## src/rtl/alu_result_buffer.sv

```systemverilog
// Result FIFO between the ALU and writeback: sanitises results, attaches {ill,dz,neg,zero} flags at push.
// Optional ALU_RESULT_BUFFER_STATS_EN adds stat_pops / stat_exc counters.
module alu_result_buffer #(
  parameter int DEPTH = 4
) (
  input  logic                       clk,
  input  logic                       rst_n,
  input  logic                       in_valid,
  output logic                       in_ready,
  input  logic [63:0]                in_result,
  input  logic [3:0]                 in_opcode,
  input  logic [31:0]                in_b,
  output logic                       out_valid,
  input  logic                       out_ready,
  output logic [63:0]                out_result,
  output logic [3:0]                 out_opcode,
  output logic [3:0]                 out_flags,
`ifdef ALU_RESULT_BUFFER_STATS_EN
  output logic [31:0]                stat_pops,
  output logic [15:0]                stat_exc,
`endif
  output logic [$clog2(DEPTH):0]     count
);

  localparam int AW = (DEPTH > 1) ? $clog2(DEPTH) : 1;
  localparam int CW = $clog2(DEPTH) + 1;
  localparam logic [CW-1:0] FULL_C = CW'(DEPTH);

  typedef struct packed {
    logic [63:0] result;
    logic [3:0]  opcode;
    logic [3:0]  flags;
  } entry_t;

  entry_t          mem_q [DEPTH];
  logic [AW-1:0]   wptr_q, wptr_d;
  logic [AW-1:0]   rptr_q, rptr_d;
  logic [CW-1:0]   count_q, count_d;
  logic            push, pop;
  entry_t          new_entry;
  logic            ill, dz, neg;
  logic [63:0]     san_result;

  // Handshake flags come only from registered count: no out_ready -> in_ready path.
  assign in_ready  = (count_q != FULL_C);
  assign out_valid = (count_q != '0);
  assign push      = in_valid && in_ready;
  assign pop       = out_valid && out_ready;

  always_comb begin
    ill        = in_opcode[3];
    dz         = !in_opcode[3] && (in_opcode[1:0] == 2'b11) && (in_b == 32'd0);
    san_result = (ill || dz) ? 64'd0 : in_result;
    neg        = (in_opcode[3:2] == 2'b01) && !dz && san_result[63];
    new_entry  = '{result: san_result, opcode: in_opcode,
                   flags: {ill, dz, neg, (san_result == 64'd0)}};
  end

  always_comb begin
    wptr_d  = wptr_q;
    rptr_d  = rptr_q;
    count_d = count_q;
    if (push) wptr_d = wptr_q + AW'(1);
    if (pop)  rptr_d = rptr_q + AW'(1);
    if (push && !pop)      count_d = count_q + CW'(1);
    else if (pop && !push) count_d = count_q - CW'(1);
  end

  always_ff @(posedge clk or negedge rst_n) begin
    if (!rst_n) begin
      wptr_q  <= '0;
      rptr_q  <= '0;
      count_q <= '0;
    end else begin
      wptr_q  <= wptr_d;
      rptr_q  <= rptr_d;
      count_q <= count_d;
    end
  end

  // Storage is not reset; contents are only observed while out_valid is high.
  always_ff @(posedge clk) begin
    if (push) mem_q[wptr_q] <= new_entry;
  end

  assign out_result = mem_q[rptr_q].result;
  assign out_opcode = mem_q[rptr_q].opcode;
  assign out_flags  = mem_q[rptr_q].flags;
  assign count      = count_q;

`ifdef ALU_RESULT_BUFFER_STATS_EN
  logic [31:0] pops_q, pops_d;
  logic [15:0] exc_q, exc_d;

  always_comb begin
    pops_d = pops_q;
    exc_d  = exc_q;
    if (pop) pops_d = pops_q + 32'd1;
    if (push && (ill || dz) && (exc_q != 16'hFFFF)) exc_d = exc_q + 16'd1;
  end

  always_ff @(posedge clk or negedge rst_n) begin
    if (!rst_n) begin
      pops_q <= '0;
      exc_q  <= '0;
    end else begin
      pops_q <= pops_d;
      exc_q  <= exc_d;
    end
  end

  assign stat_pops = pops_q;
  assign stat_exc  = exc_q;
`endif

endmodule

```

## config.mk

```make
export PLATFORM = sky130hd
export DESIGN_NAME = alu_result_buffer
export DESIGN_NICKNAME = d
export VERILOG_FILES = /design/src/rtl/alu_result_buffer.sv
export SDC_FILE = /design/constraint.sdc
export NUM_CORES = 1
export LEC_CHECK = 0
export CAP_MARGIN = 20
export CORE_MARGIN = 3
export CORE_UTILIZATION = 53
export DETAILED_ROUTE_END_ITERATION = 12
export MAX_ROUTING_LAYER = met4
export PLACE_DENSITY = 0.79
export RECOVER_POWER = 100
export REMOVE_ABC_BUFFERS = 1
export SYNTH_ARGS = -nofsm -noshare
export SYNTH_HDL_FRONTEND = slang
export SYNTH_SLANG_ARGS = --single-unit
```

## constraint.sdc

```tcl
create_clock -name clk -period 3.4 [get_ports clk]
set_input_delay 0.34 -clock clk [delete_from_list [all_inputs] [get_ports clk]]
set_output_delay 0.34 -clock clk [all_outputs]
set_load 0.01 [all_outputs]
```

* Word-level counts from Yosys, hierarchy flattened
Memory sizes are Yosys's and may differ from the RTL's.
Index checks and enable logic that the tools add are counted.
** Cells by class
- Add/subtract/negate cells :: 4
- Equality and inequality tests :: 3
- Multiplexer cells :: 5
- Reduce and logical (&&, ||, !) cells :: 17
** Operators by type and width (count)
- $logic_not A64 Y1 :: 1
- $mux W64 :: 1
- $logic_not A32 Y1 :: 1
- $logic_and A1 B1 Y1 :: 8
- $mux W3 :: 2
- $add A2 B1 Y2 const B :: 2
- $logic_not A1 Y1 :: 4
- $add A3 B1 Y3 const B :: 1
- $ne A3 B3 Y1 const B :: 1
- $reduce_bool A3 Y1 :: 1
- $sub A3 B1 Y3 const B :: 1
- $eq A2 B1 Y1 const B :: 1
- $eq A2 B2 Y1 const B :: 1
- $mux W1 :: 2
- $reduce_bool A2 Y1 :: 1
- $logic_or A1 B1 Y1 :: 1
** Word-level totals
- Bits in registers :: 7
- Bits in writable memories :: 288
- Bits of input ports :: 104
- Output and inout bits :: 77
- Logic and storage cells :: 33
- Memories kept :: 1
** Memories
- mem_q :: words 4, width 72, read ports 1, clocked after memory_dff 0, write ports 1, RTL line 35 : entry_t mem_q [DEPTH];

* Depth between registers and ports, before layout
- Depth in word-level cells :: 6
- Depth in mapped cells :: 9

* Worst setup path before layout
Ideal clock, no wire load.
- Path kind :: register to register
- Start point :: register count_q[0] (netlist: count[0])
- End point :: memory mem_q[0][0] (netlist name) (enable)
- Setup time :: 0.437 ns
- Arrival time :: 2.425 ns
- Data required time :: 2.963 ns
- Setup slack :: 0.538 ns
- Cell stages (with the launch flop) :: 4
- Buffers on the path :: 0
- Clock period less this slack :: 2.862 ns
- Path through :: dfrtp_1 > nor2_1 > nand2_1 > and3_1
** On the way
- Cells in the longest elaborated chain, start to end :: 4
** RTL lines
- start, declared :: RTL line 38 : logic [CW-1:0] count_q, count_d;
- start signal, assigned :: RTL line 77 : count_q <= count_d;
- $ne A3 B3 Y1 :: RTL line 45 : assign in_ready = (count_q != FULL_C);
- via in_ready :: RTL line 9 : output logic in_ready,
- $logic_and A1 B1 Y1 :: RTL line 47 : assign push = in_valid && in_ready;
- $mux W1 :: RTL line 83 : if (push) mem_q[wptr_q] <= new_entry;
- $mux W1 (not written as such) :: RTL line 83
- end, declared :: RTL line 35
The timed path passes the listed nets, and every way through them passes these cells.

* Final worst setup path
- Start point :: register rptr_q[0]
- End point :: output port out_result[15]
** On the way
- Cells in the longest elaborated chain, start to end :: 1
** RTL lines
- start, declared :: RTL line 37 : logic [AW-1:0] rptr_q, rptr_d;
- start signal, assigned :: RTL line 76 : rptr_q <= rptr_d;
- $mem_v2 Z4 W72
- end, declared :: RTL line 15 : output logic [63:0] out_result,
No other way between the ends.

==> impl_summary.log <==
[metrics] Fin. Hold Viols: 0
[metrics] post-route standard cell area excluding fillers: 14,400 sq um
[metrics] failing checks: max-capacitance violations, max-slew violations
[metrics] top fanout value on the critical path: 18
[metrics] Worst IR Drop VDD: 0.618 mV
[metrics] most instantiated cells after synthesis: 284 x edfxtp_1, 71 x mux4_2, 40 x and2_4, 24 x and2_1, 22 x nor4_1
[metrics] Synth Area per Inst: 22.2 sq um
[metrics] initial cell density of the core: 54.1%
[metrics] number of nets in the finished design: 821
[metrics] layout overhead on the synthesized area: 26.0%
[metrics] maximum count of clock buffers along a single path: 3
[metrics] cell at the slowest stage of the critical path: dfrtp_4
[metrics] count of antenna-violating nets left after detailed routing: 0
[metrics] setup repair after global routing missed its margin: no
[metrics] DP Area: 13,600 sq um
[metrics] GPL Wtd Cong: 0.763
[metrics] cells resized by post-CTS repair: 0
[metrics] die footprint: 23,300 sq um
[metrics] top cell type's share of synthesized area: 74.7%
[metrics] synthesized area: 11,400 sq um
[metrics] Final HPWL DP: 14.3 mm
[metrics] final critical-path required period: 3.10 ns
[metrics] clock buffer count from CTS: 29
[metrics] startpoint kind of the worst setup timing path: flip-flop
[metrics] endpoint arrival time on the critical path: 2.76 ns
[metrics] post-CTS setup-driven buffer insertion count: 0
[metrics] core region area: 21,100 sq um
[metrics] Iteration-0 DRC Markers: 470
[metrics] top_reg_cell synth: edfxtp_1
[metrics] longest individual stage delay on the worst path: 0.68 ns
[metrics] global-route wire length before repair: 36.0 mm
[metrics] CTS clock-pin slew for the worst setup and hold paths: 0.06 ns
[metrics] Filler Cells Inserted: 1,364
[metrics] depth of the CTS H-tree: 1
[metrics] asr flop ratio synth: 2.41%
[metrics] remaining max-slew budget at the tightest pin: -18.0%
[metrics] max-slew violations: 124
[metrics] worst slew pin tran: 1.77 ns
[metrics] number of warnings reported in the yosys synthesis log: 0
[metrics] clock latency at the later pin of the worst-skew pair: 0.53 ns
[metrics] Buf+Inv Stages, Crit Path: 2
[metrics] category of the worst setup path capture point: output port
[metrics] via count of the first global-routing pass: 6,461
[metrics] most numerous cell in the Yosys netlist: edfxtp_1
[metrics] post-route clock skew: 0.00868 ns
[metrics] Lkg Pwr: 4.71 nW
[metrics] proportion of layout cells with a drive suffix above 1: 17.0%
[metrics] number of antenna diodes: 0
[metrics] initial antenna violation count: 0
[metrics] share of the clock period used by the worst path after layout: 91.3%
[metrics] average wire length per cell after detail routing: 22.6 um
[metrics] Cell Rows: 53
[metrics] maximum clock frequency: 0.322 GHz
[metrics] list of cells traversed by the critical path: buf_4, mux4_2, dlygate4sd3_1
[metrics] power density over the cells: 821 nW/um^2
[metrics] count of flip-flops with a built-in enable after synthesis: 284
[metrics] number of iterations in the first detailed-routing pass: 5
[metrics] number of top-level pins: 181
[metrics] Die Span X: 153 um
[metrics] largest net degree at the start of global routing: 67
[metrics] die outline height: 153 um
[metrics] RR Endpoint: mem_q[0][37]
[metrics] category of cells accounting for the largest share of critical-path delay: buffers and inverters
[metrics] total global routing overflow: 0
[metrics] clock tree from TritonCTS: done
[metrics] total of hold buffers inserted after clock tree synthesis: 0
[metrics] R2R depth: 4
[metrics] synth unique cells: 27
[metrics] outcome: finished, violations left
[metrics] Critical R2R Launch: wptr_q[0]
[metrics] Hold WC Path Type: in -> async
[metrics] reg-to-reg setup timing slack: 0.62 ns
[metrics] via density per instance: 5.77
[metrics] port bufs: 180
[metrics] Min Hold Slack: 0.150 ns
[metrics] biggest area consumer among synthesized cells: edfxtp_1
[metrics] Remaining DRCs: 0
[metrics] overall global routing resource usage: 20.4%
[metrics] Post-Route WL: 22.8 mm
[metrics] Mapped Cells: 515
[metrics] required time at the worst-slack endpoint: 3.06 ns
[metrics] ranking of synthesized cells by area: edfxtp_1 75%, mux4_2 14%, and2_4 3.1%, dfrtp_1 1.5%, and2_1 1.3%
[metrics] sequential-to-total area share from yosys stat: 76.2%
[metrics] Setup Viol. Count Final: 0
[metrics] number of register bits inferred by synthesis: 291
[metrics] Sinks on Clock Net: 291
[metrics] classification of the worst setup path: reg -> out
[metrics] Clock Root Buffer: clkbuf_16
[metrics] max-cap violations: 4
[metrics] critical path depth in cells: 3
[metrics] via count: 5,823
[metrics] total negative setup slack: 0 ns
==> metal layers <==
metal | up-vias | wire [um] | GRT usage [%]
met5 | - | 0 | -
met4 | 0 | 463 | 5.09
met3 | 43 | 1520 | 3.04
met2 | 260 | 11400 | 33.2
met1 | 2991 | 9410 | 27.7
li1 | 2529 | - | -
==> layout make-up <==
type / instances / area (sq um) / area share, %
repair buffers: 189 / 1950 / 13.6
clock buffers: 44 / 802 / 5.58
well taps: 275 / 344 / 2.39
flip-flops and latches: 291 / 8710 / 60.6
clock inverters: 10 / 108 / 0.748
inverters: 4 / 15.0 / 0.104
multi-input cells: 196 / 2450 / 17.0
==> state kept, by name, summed over array words and instances (netlist names) <==
register	count
count	3
mem_q	284
wptr_q	2
rptr_q	2
==> cell usage in the layout, fill, tap and decap left out, types with 3 or more instances in the layout <==
cell             count
clkinv_2             4
clkbuf_1            13
ha_1                 5
clkbuf_16           29
nor4_1              22
edfxtp_1           284
xnor2_1              4
and3_1               5
inv_1                4
dlygate4sd3_1       77
nand4_1              5
nand2_1              3
clkdlybuf4s50_1    103
and2_0              65
dfrtp_1              5
mux4_2              71
buf_12               7
==> power by group <==
group	total (W)	internal [W]	switching (W)
combinational	0.00364	0.00199	0.00165
clock	0.00302	0.00178	0.00124
sequential	0.00515	0.00477	0.000385
total	0.0118	0.00854	0.00327
==> metrics by stage <==
| stage | power [W] | worst slack [ns] | cells | util [%] |
|---|---|---|---|---|
| 2_1_floorplan | 0.00721 | -0.526 | 491 | - |
| 3_3_place_gp | 0.00911 | 0.791 | 955 | 64.5 |
| 3_5_place_dp | 0.00921 | 0.736 | 955 | 64.5 |
| 4_1_cts | 0.0123 | 0.332 | 1009 | 68.8 |
| 5_1_grt | 0.0123 | 0.150 | 1009 | 68.2 |
| 6_report | 0.0118 | 0.295 | 1009 | 68.2 |
==> cells by family after synthesis <==
| family | synth area share (%) |
|---|---|
| xor gates and xnor gates | 0.460 |
| adders and majority gates | 0.723 |
| and+or+nand+nor | 6.85 |
| buffers and inverters | 1.37 |
| muxes | 14.2 |
| DFF | 76.2 |
| AOI/OAI and AO/OA | 0.153 |
==> how the worst max path moves through the flow <==
stage / start / to
floorplan: rptr_q[0] / out_flags[3]
global placement: in_opcode[3] / mem_q[0][1]
detailed placement: in_opcode[3] / mem_q[2][1]
CTS: rptr_q[0] / out_result[15]
global route: rptr_q[0] / out_result[41]
finish: rptr_q[0] / out_result[15]
Power figures use the tool's default switching activity.
